===== src/rtl/jk_counter_pkg.sv =====
// rtl/jk_counter_pkg.sv - shared constants for the JK up/down counter
package jk_counter_pkg;

    localparam int DEFAULT_WIDTH   = 4;
    localparam int DEFAULT_MODULUS = 10;

    localparam logic UP   = 1'b1;
    localparam logic DOWN = 1'b0;

endpackage : jk_counter_pkg


===== src/rtl/jk_cell.sv =====
// rtl/jk_cell.sv - single JK flip-flop stage with asynchronous active-low clear
module jk_cell (
    input  logic clk,
    input  logic rst_n,
    input  logic j,
    input  logic k,
    output logic q
);

    logic r_q;

    // JK state update: 00 hold, 01 reset, 10 set, 11 toggle
    always_ff @(posedge clk or negedge rst_n) begin
        if (!rst_n) begin
            r_q <= 1'b0;
        end else begin
            case ({j, k})
                2'b01:   r_q <= 1'b0;
                2'b10:   r_q <= 1'b1;
                2'b11:   r_q <= ~r_q;
                default: r_q <= r_q;
            endcase
        end
    end

    assign q = r_q;

endmodule : jk_cell


===== src/rtl/jk_updown_counter.sv =====
// rtl/jk_updown_counter.sv - mod-MODULUS up/down counter on JK stages (JK_UPDOWN_COUNTER_SAT_EN: saturate instead of wrap)
module jk_updown_counter
    import jk_counter_pkg::*;
#(
    parameter int WIDTH   = DEFAULT_WIDTH,
    parameter int MODULUS = DEFAULT_MODULUS
) (
    input  logic             clk,
    input  logic             rst_n,
    input  logic             en,
    input  logic             up,
    input  logic             load,
    input  logic [WIDTH-1:0] load_val,
    output logic [WIDTH-1:0] count,
    output logic             tc,
    output logic [WIDTH-1:0] j_out,
    output logic [WIDTH-1:0] k_out
);

    localparam logic [WIDTH-1:0] MAX_CNT = WIDTH'(MODULUS - 1);

    logic [WIDTH-1:0] w_q;
    logic [WIDTH-1:0] w_nxt;
    logic [WIDTH-1:0] w_j;
    logic [WIDTH-1:0] w_k;
    logic             w_at_max;
    logic             w_at_zero;

    assign w_at_max  = (w_q == MAX_CNT);
    assign w_at_zero = (w_q == '0);

    // Target next count: load (clamped) beats enable, otherwise hold
    always_comb begin
        w_nxt = w_q;
        if (load) begin
            w_nxt = (load_val > MAX_CNT) ? MAX_CNT : load_val;
        end else if (en) begin
            if (up == UP) begin
`ifdef JK_UPDOWN_COUNTER_SAT_EN
                w_nxt = w_at_max ? MAX_CNT : w_q + WIDTH'(1);
`else
                w_nxt = w_at_max ? '0 : w_q + WIDTH'(1);
`endif
            end else begin
`ifdef JK_UPDOWN_COUNTER_SAT_EN
                w_nxt = w_at_zero ? '0 : w_q - WIDTH'(1);
`else
                w_nxt = w_at_zero ? MAX_CNT : w_q - WIDTH'(1);
`endif
            end
        end
    end

    // Excitation drives only the bits that must change; forced quiet in reset
    assign w_j = {WIDTH{rst_n}} & ~w_q &  w_nxt;
    assign w_k = {WIDTH{rst_n}} &  w_q & ~w_nxt;

    genvar gi;
    generate
        for (gi = 0; gi < WIDTH; gi++) begin : g_cell
            jk_cell u_cell (
                .clk   (clk),
                .rst_n (rst_n),
                .j     (w_j[gi]),
                .k     (w_k[gi]),
                .q     (w_q[gi])
            );
        end
    endgenerate

    assign count = w_q;
    assign j_out = w_j;
    assign k_out = w_k;
    assign tc    = rst_n & en & ~load & ((up & w_at_max) | (~up & w_at_zero));

endmodule : jk_updown_counter

===== config.mk =====
export PLATFORM = sky130hd
export DESIGN_NAME = jk_updown_counter
export DESIGN_NICKNAME = d
export VERILOG_FILES = /design/src/rtl/jk_counter_pkg.sv /design/src/rtl/jk_cell.sv /design/src/rtl/jk_updown_counter.sv
export SDC_FILE = /design/constraint.sdc
export NUM_CORES = 1
export LEC_CHECK = 0
export CORE_MARGIN = 2
export CORE_UTILIZATION = 47
export CTS_BUF_LIST = sky130_fd_sc_hd__clkbuf_16
export DETAILED_ROUTE_END_ITERATION = 16
export PLACE_DENSITY = 0.85
export SKIP_CTS_REPAIR_TIMING = 1
export SYNTH_ARGS = -nofsm -noshare
export SYNTH_HDL_FRONTEND = slang
export SYNTH_SLANG_ARGS = --single-unit

===== constraint.sdc =====
create_clock -name clk -period 4.6 [get_ports clk]
set_input_delay 0.92 -clock clk [delete_from_list [all_inputs] [get_ports clk]]
set_output_delay 0.92 -clock clk [all_outputs]
set_load 0.05 [all_outputs]

==> impl_metrics.csv, run 1 <==
group,metric,value,unit
route,drc,0,
route,met2_length,805,µm
floorplanning,die_y,40.5,µm
clocking,cts_buffers,3,
clocking,clock-sinks,4,
worst_setup_path,cp_max_fo,12,
layout,drive_gt1_frac,0.0870,
run_status,status,"finished, final reports clean",
worst_setup_path,startpoint_type,"primary input",
layout,final_net_count,103,
timing,fin_crit,4.18,ns
power_and_ir_drop,finalPower,0.332,mW
global_route,grt_use_total,0.243,
global_route,grt_pass1_wl,2540,µm
floorplanning,dieArea,1640,µm²
place,place_hpwl,1100,µm
synthesis,postSynthAreaPerCell,7.36,µm²
route,avgViaCountPerCell,6.12,
layout,syn_to_final_growth,31.2,%
route,wl_per_cell,15.0,µm
layout,diodes,0,
route,dr_total_vias,655,
timing,fin_crit_sh,0.908,
place,numPortBuffers,21,
synthesis,syn_inst,85,
clocking,clk_latency,0.23,ns
synthesis,dominantRegCellSynth,"dfrtp_1",
place,gp_congestion,0.769,
timing,final_max_slew_viol_count,0,
route,wirelength_met1,691,µm
timing,worst_slew_pin_slew,0.536,ns
clocking,clk_pin_slew,0.03,ns
timing,max_slew_margin,0.642,
worst_setup_path,worstPathArrival,3.26,ns
floorplanning,die_w,40.5,µm
route,top_layer,"met4",
synthesis,post-synth-top-area-fraction,0.160,
route,drt-total-wl,1610,µm
timing,grt_setup_unrepaired,"false",
route,dr.pass1.iters,4,
route,met3_wirelength,80,µm
clocking,cts_root_buffer,"clkbuf_16",
flow_run,cap_violations,0,
synthesis,synth_edf_count,0,
clocking,htreeDepth,1,
layout,largest_reg_flops,4,
hold_path,hold_class,"flip-flop to flip-flop",
place,postPlaceCellArea,746,µm²
route,drt_iter0_markers,16,
global_route,grt_max_degree,17,
timing,hold_violations,0,
synthesis,async_flop_share,1.00,
worst_setup_path,critical_path_class,"primary input to output pin",
timing,fin_skew,0.000413,ns
clocking,cts_tree,"done",
timing,setup_tns,0,ns
synthesis,synth_area_leader_cell,"dfrtp_1",
floorplanning,rows,13,
global_route,grt_pass1_vias,555,
floorplanning,start_util,0.493,
floorplanning,ios,22,
synthesis,ys_seq_area_frac,0.160,
synthesis,synth-seq-cells,4,
power_and_ir_drop,p_leak,0.300,nW
global_route,overflow,0,
timing,fmax,0.239,GHz
synthesis,post_synth_instance_area,626,µm²
worst_setup_path,cp-end-kind,"output pin",
synthesis,synth_cell_type_count,37,
synthesis,synthTopCellsByArea,"dfrtp_1 (16%), buf_4 (14%), o21ai_0 (5.6%)",
power_and_ir_drop,peakVddDrop,260,µV
floorplanning,core_area,1270,µm²
layout,finalInstanceArea,821,µm²
worst_setup_path,cp.required,3.68,ns
synthesis,yosys_warnings,0,
synthesis,synth_nets,94,
timing,setup_viol,0,
route,drtAntennaViolNets,0,
power_and_ir_drop,power_density,405,nW/µm²
global_route,antenna_found_initial,0,
clocking,clock_path_buffers,2,
where the power goes:
group	switching (mW)	internal [mW]	leakage (nW)	total, mW
Clock	0.0293	0.112	0.0370	0.141
Sequential	0.0222	0.0413	0.0486	0.0635
Combinational	0.0773	0.0509	0.215	0.128
worst max-delay path: stages:
cell and delay, ns:
clkdlybuf4s50_1 0.59, or4_1 0.50, o22ai_2 0.17, o21ai_2 0.10
a21oi_2 0.15, clkdlybuf4s50_1 0.84
cell families (layout without fill, tap and decap cells):
family | count (synthesis) | after routing | synth area share
compound gates | 29 | 29 | 0.316
simple gates | 29 | 29 | 0.300
buf+inv | 22 | 29 | 0.210
flops | 4 | 4 | 0.160
xor+xnor | 1 | 1 | 0.0140
cell type report:
class	instances	area (µm²)
multi-input cells	59	394
inverters	4	15.0
fillers	112	448
well taps	15	18.8
repair buffers	22	218
flip-flops and latches	4	100
clock buffers	3	75.1
routing by layer:
| metal | track usage | vias to the layer above |
|---|---|---|
| li1 | - | 318 |
| met1 | 0.302 | 304 |
| met2 | 0.377 | 30 |
| met3 | 0.0500 | 3 |
| met4 | 0.150 | 0 |
| met5 | 0 | - |
synthesized netlist by cell type, types with 2 or more instances:
| cell type | n |
|---|---|
| a31oi_1 | 2 |
| nand2_1 | 3 |
| nand3_1 | 4 |
| buf_4 | 12 |
| o21a_1 | 3 |
| and3_1 | 3 |
| nor2b_1 | 4 |
| buf_2 | 3 |
| dfrtp_1 | 4 |
| o21ai_0 | 7 |
| a21oi_1 | 5 |
| and2_1 | 3 |
| clkbuf_1 | 3 |
| inv_1 | 4 |
| nor3b_1 | 2 |
| nand2b_1 | 2 |
cell usage in the layout, fill, tap and decap left out, drive strengths merged, types with 2 or more instances in the layout:
cell type	n
nand2	3
and3	3
o22ai	2
nor2b	4
nand3	4
clkbuf	3
dfrtp	4
and2	3
inv	4
a21oi	6
clkdlybuf4s50	21
o21a	3
nand2b	2
o21ai	8
nor3b	2
a31oi	2
per-stage QoR:
step / hold WS [ns] / instances / util / setup WS [ns]
after detailed placement: 0.754 / 104 / 0.588 / 0.431
after floorplan: 0.624 / 85 / - / 1.28
after CTS: 0.760 / 107 / 0.647 / 0.434
after global routing: 0.826 / 107 / 0.647 / 0.319
final: 0.757 / 107 / 0.647 / 0.422
after global placement: 0.735 / 104 / 0.588 / 0.527
worst paths after layout:
path                                 endpoint  cells past startpoint                from  slack, ns
max in group asynchronous  g_cell[2].u_cell.q                      2               rst_n       3.09
min in group asynchronous  g_cell[1].u_cell.q                      1               rst_n       1.05
min reg2reg                g_cell[3].u_cell.q                      2  g_cell[3].u_cell.q       0.76
min                        g_cell[3].u_cell.q                      2  g_cell[3].u_cell.q       0.76
max reg2reg                g_cell[2].u_cell.q                      4  g_cell[2].u_cell.q       3.03
max                                  j_out[2]                      6                  up       0.42
Note: power is estimated with default switching activity, not from simulation.
==> run 2, diff against run 1 <==
CTS_CLUSTER_DIAMETER = 200   (was not set)
clock period = 5.35 ns   (was 4.6 ns; I/O delays follow)
==> run 2 against run 1 <==
Against the previous run: cell area fell by 0.91%; sequential power fell by 15%; via count shrank 4.0%; critical path depth is the same; flip-flop and latch count did not move; worst hold slack worse by 0.0013 ns; global-route usage fell by 2.7 points; clock power shrank 16%; final cell count down 0.93%; combinational power is 15% lower; critical path type unchanged; critical endpoint unchanged; largest power group unchanged.
==> impl_metrics.csv, run 2 (synthesized netlist as in run 1, its figures left out) <==
group,metric,value,unit
timing,fin_crit,4.40,ns
global_route,grt_use_total,0.216,
floorplanning,core_area,1270,µm²
place,dp_cells,103,
layout,layout_commonest_cell,"clkdlybuf4s50_1",
timing,max_slew_margin,0.579,
layout,drive_gt1_frac,0.0769,
timing,hold_violations,0,
clocking,cts_tree,"done",
power_and_ir_drop,p_leak,0.296,nW
layout,final_cell_mix,"clkdlybuf4s50_1 (21), o21ai_0 (7), a21oi_1 (5)",
timing,fin_crit_sh,0.823,
clocking,clock-sinks,4,
route,drc,0,
floorplanning,ios,22,
route,dr_total_vias,629,
timing,setup_tns,0,ns
run_status,status,"finished, final reports clean",
timing,grt_setup_unrepaired,"false",
global_route,antenna_found_initial,0,
worst_setup_path,cp.required,4.28,ns
timing,setup_viol,0,
layout,final_net_count,102,
layout,largest_reg_flops,4,
clocking,clock_path_buffers,2,
power_and_ir_drop,power_density,346,nW/µm²
worst_setup_path,startpoint_type,"primary input",
route,drt-total-wl,1420,µm
global_route,overflow,0,
layout,diodes,0,
floorplanning,die_w,40.5,µm
place,numPortBuffers,21,
timing,worst_slew_pin_slew,0.630,ns
clocking,cts_root_buffer,"clkbuf_16",
route,drtAntennaViolNets,0,
worst_setup_path,cp_max_fo,12,
worst_setup_path,cp-end-kind,"output pin",
hold_path,hold_class,"flip-flop to flip-flop",
place,gp_congestion,0.762,
global_route,grt_pass1_wl,2280,µm
power_and_ir_drop,peakVddDrop,234,µV
layout,nFillCells,107,
worst_setup_path,critical_path_class,"primary input to output pin",
route,avgViaCountPerCell,5.93,
global_route,grt_max_degree,21,
timing,final_max_slew_viol_count,0,
clocking,clk_pin_slew,0.03,ns
route,dr.pass1.iters,4,
floorplanning,rows,13,
place,postPlaceCellArea,738,µm²
clocking,cts_buffers,3,
worst_setup_path,worstPathArrival,3.33,ns
floorplanning,die_y,40.5,µm
layout,syn_to_final_growth,30.0,%
clocking,clk_latency,0.23,ns
layout,finalInstanceArea,813,µm²
flow_run,cap_violations,0,
layout,fin_util,0.641,
layout,stdcell_count,106,
clocking,htreeDepth,1,
timing,fmax,0.227,GHz
global_route,grt_pass1_vias,500,
route,drt_iter0_markers,11,
floorplanning,dieArea,1640,µm²
route,wl_per_cell,13.4,µm
timing,fin_skew,0.00231,ns
place,place_hpwl,1020,µm
floorplanning,start_util,0.493,
==> run 2: final timing paths <==
| check | start | to | slack (ns) | cells past startpoint |
|---|---|---|---|---|
| min reg2reg | g_cell[3].u_cell.q | g_cell[3].u_cell.q | 0.76 | 2 |
| min in group asynchronous | rst_n | g_cell[1].u_cell.q | 1.24 | 1 |
| max reg2reg | g_cell[2].u_cell.q | g_cell[2].u_cell.q | 3.81 | 4 |
| max | up | j_out[2] | 0.95 | 6 |
| min | g_cell[3].u_cell.q | g_cell[3].u_cell.q | 0.76 | 2 |
| max in group asynchronous | rst_n | g_cell[2].u_cell.q | 3.70 | 1 |
==> run 2: power breakdown <==
group	switching, mW	total, mW	leakage, nW	internal [mW]
sequential	0.0185	0.0540	0.0486	0.0356
combinational	0.0655	0.109	0.210	0.0433
clock	0.0231	0.119	0.0370	0.0957
==> run 2: routing by layer <==
metal / vias up / global-route usage / part of all wire
met5: - / 0 / 0
met4: 0 / 0.150 / 0.024
met3: 5 / 0.0500 / 0.032
met2: 16 / 0.290 / 0.46
met1: 293 / 0.296 / 0.48
li1: 315 / - / -
==> run 2: final cells by class <==
class                           count  area [µm²]  area share
Sequential cell                     4         100       0.123
Inverter                            4        15.0      0.0185
Multi-Input combinational cell     59         394       0.485
Timing Repair Buffer               21         210       0.258
Clock buffer                        3        75.1      0.0923
Tap cell                           15        18.8      0.0231
==> run 2: worst max-delay path, cell delays in order <==
cell	delay [ns]
clkdlybuf4s50_1	0.57
or4_1	0.48
o22ai_2	0.16
o21ai_2	0.10
a21oi_2	0.13
clkdlybuf4s50_1	0.82
==> run 2: stage by stage <==
stage	power (mW)	worst slack (ns)	hold slack, ns
after detailed placement	0.163	0.928	0.758
after global placement	0.161	0.978	0.735
final	0.282	0.945	0.756
after global routing	0.294	0.837	0.836
after CTS	0.283	0.934	0.760
after floorplan	0.143	1.73	0.702
==> variant: new RTL, flow settings as in run 2 <==
Set the package constant `DEFAULT_WIDTH` to 6 (it was 4).
--- a/src/rtl/jk_counter_pkg.sv
+++ b/src/rtl/jk_counter_pkg.sv
@@ -2,5 +2,5 @@
 package jk_counter_pkg;
 
-    localparam int DEFAULT_WIDTH   = 4;
+    localparam int DEFAULT_WIDTH   = 6;
     localparam int DEFAULT_MODULUS = 10;
 
Ports: changed (resized count, j_out, k_out and load_val); port bits go from 22 to 30. The function was not compared with the original's and may differ.
==> variant against run 2 <==
Critical path depth up 1; design area rose by 41%; power is 19% higher; final cell count is 43% higher; sequential cell count is 2 higher; sequential share of layout area increased by 0.81 points; wire length up 60%; setup slack worse by 280 ps; utilization grew 0.11 points; count of clock-buffer cells in the layout unchanged; combinational power increased by 28%; first-iteration DRC count increased to 5.1 times the old value; synthesized area rose by 46%.
==> variant: results (changes against run 2) <==
| Metric | Value |
|---|---|
| Max Clock Skew | `1.36 ps (was 2.31 ps)` |
| Cells after DPL | `149 (was 103)` |
| Vias in the first global route | `840 (was 500)` |
| Internal portion of total power | `202 uW (was 175 uW)` |
| Port bufs | `29 (was 21)` |
| Routed wire length | `2.27 mm (was 1.42 mm)` |
| Final HPWL DP | `1.67 mm (was 1.02 mm)` |
| Mux cell area share after synthesis | `0.0219 (was 0)` |
| Adder-cell area share of the yosys netlist | `0.0548 (was 0)` |
| DR WL/cell | `14.9 um (was 13.4 um)` |
| Mapped Nets | `134 (was 94)` |
| Slew at the pin closest to its max-slew limit | `604 ps (was 630 ps)` |
| Worst slack, placed | `709 ps (was 928 ps)` |
| Cells after Synth | `119 (was 85)` |
| Number of flip-flops in the largest register | `6 (was 4)` |
| Switch share | `0.394 (was 0.380)` |
| Net count, final | `144 (was 102)` |
| Layout cells sized above 1 | `0.0787 (was 0.0769)` |
| CP arrival | `3610 ps (was 3330 ps)` |
| Leak | `0.450 nW (was 0.296 nW)` |
| Gate power share | `0.417 (was 0.386)` |
| Status | `finished clean (unchanged)` |
| First DRT Iteration DRCs | `56 (was 11)` |
| Register area share after synthesis | `0.164 (was 0.160)` |
| Synth area leaders | `dfrtp_1 (16%), buf_4 (15%), nand3_1 (7.1%) (was dfrtp_1 (16%), buf_4 (14%), o21ai_0 (5.6%))` |
| Drt first pass iters | `5 (was 4)` |
| Total track usage | `0.232 (was 0.216)` |
| Compound-Gate Fraction of Synth Area | `0.255 (was 0.316)` |
[variant: changes by cell type in the layout (fill, tap and decap cells not counted), sizes merged, moves of 3 or more]
cell / change
clkdlybuf4s50: +8
ha: +4
o21a: -3
a21oi: +4
nor3: +3
nor2b: -3
nand3: +9
o21ai: +3
a22o: +3
[variant: metal layers]
layer,up-vias,global-route usage,part of all wire
met5,-,0,0
met4,0,0.103,0.016
met3,5,0.0491,0.093
met2,62,0.371,0.49
met1,432,0.300,0.40
li1,430,-,-
[variant: cell type report]
type,count,area [um^2],area share
well taps,25,31.3,0.0273
clock buffers,3,75.1,0.0656
flip-flops and latches,6,150,0.131
repair buffers,30,298,0.260
inverters,6,22.5,0.0197
multi-input cells,82,568,0.496
[variant: worst paths after layout]
check,from,end,depth (start not counted),slack [ps]
max,load,j_out[2],7,670
min,g_cell[5].u_cell.q,g_cell[5].u_cell.q,2,670
max reg2reg,g_cell[1].u_cell.q,g_cell[2].u_cell.q,7,3280
min reg2reg,g_cell[5].u_cell.q,g_cell[5].u_cell.q,2,670
max in group asynchronous,rst_n,g_cell[2].u_cell.q,2,4030
min in group asynchronous,rst_n,g_cell[4].u_cell.q,2,1150
[variant: through the flow]
stage	instance area, um^2	utilization
after floorplan	913	-
after global placement	1070	0.600
after detailed placement	1070	0.600
after CTS	1140	0.642
after global routing	1140	0.642
final	1140	0.642
[variant: critical path: stages]
cell and delay, ps:
clkdlybuf4s50_1 630, inv_1 170, nor4_2 480, nand3_1 140
o21ai_1 120, nor2b_1 170, clkdlybuf4s50_1 820
[variant: cell families after synthesis]
family,after synthesis
buffers and inverters,31
multiplexers,2
AND/OR/NAND/NOR,38
AO/OA/AOI/OAI,36
XOR/XNOR,2
flip-flops,6
adder cells (fa/ha/maj),4
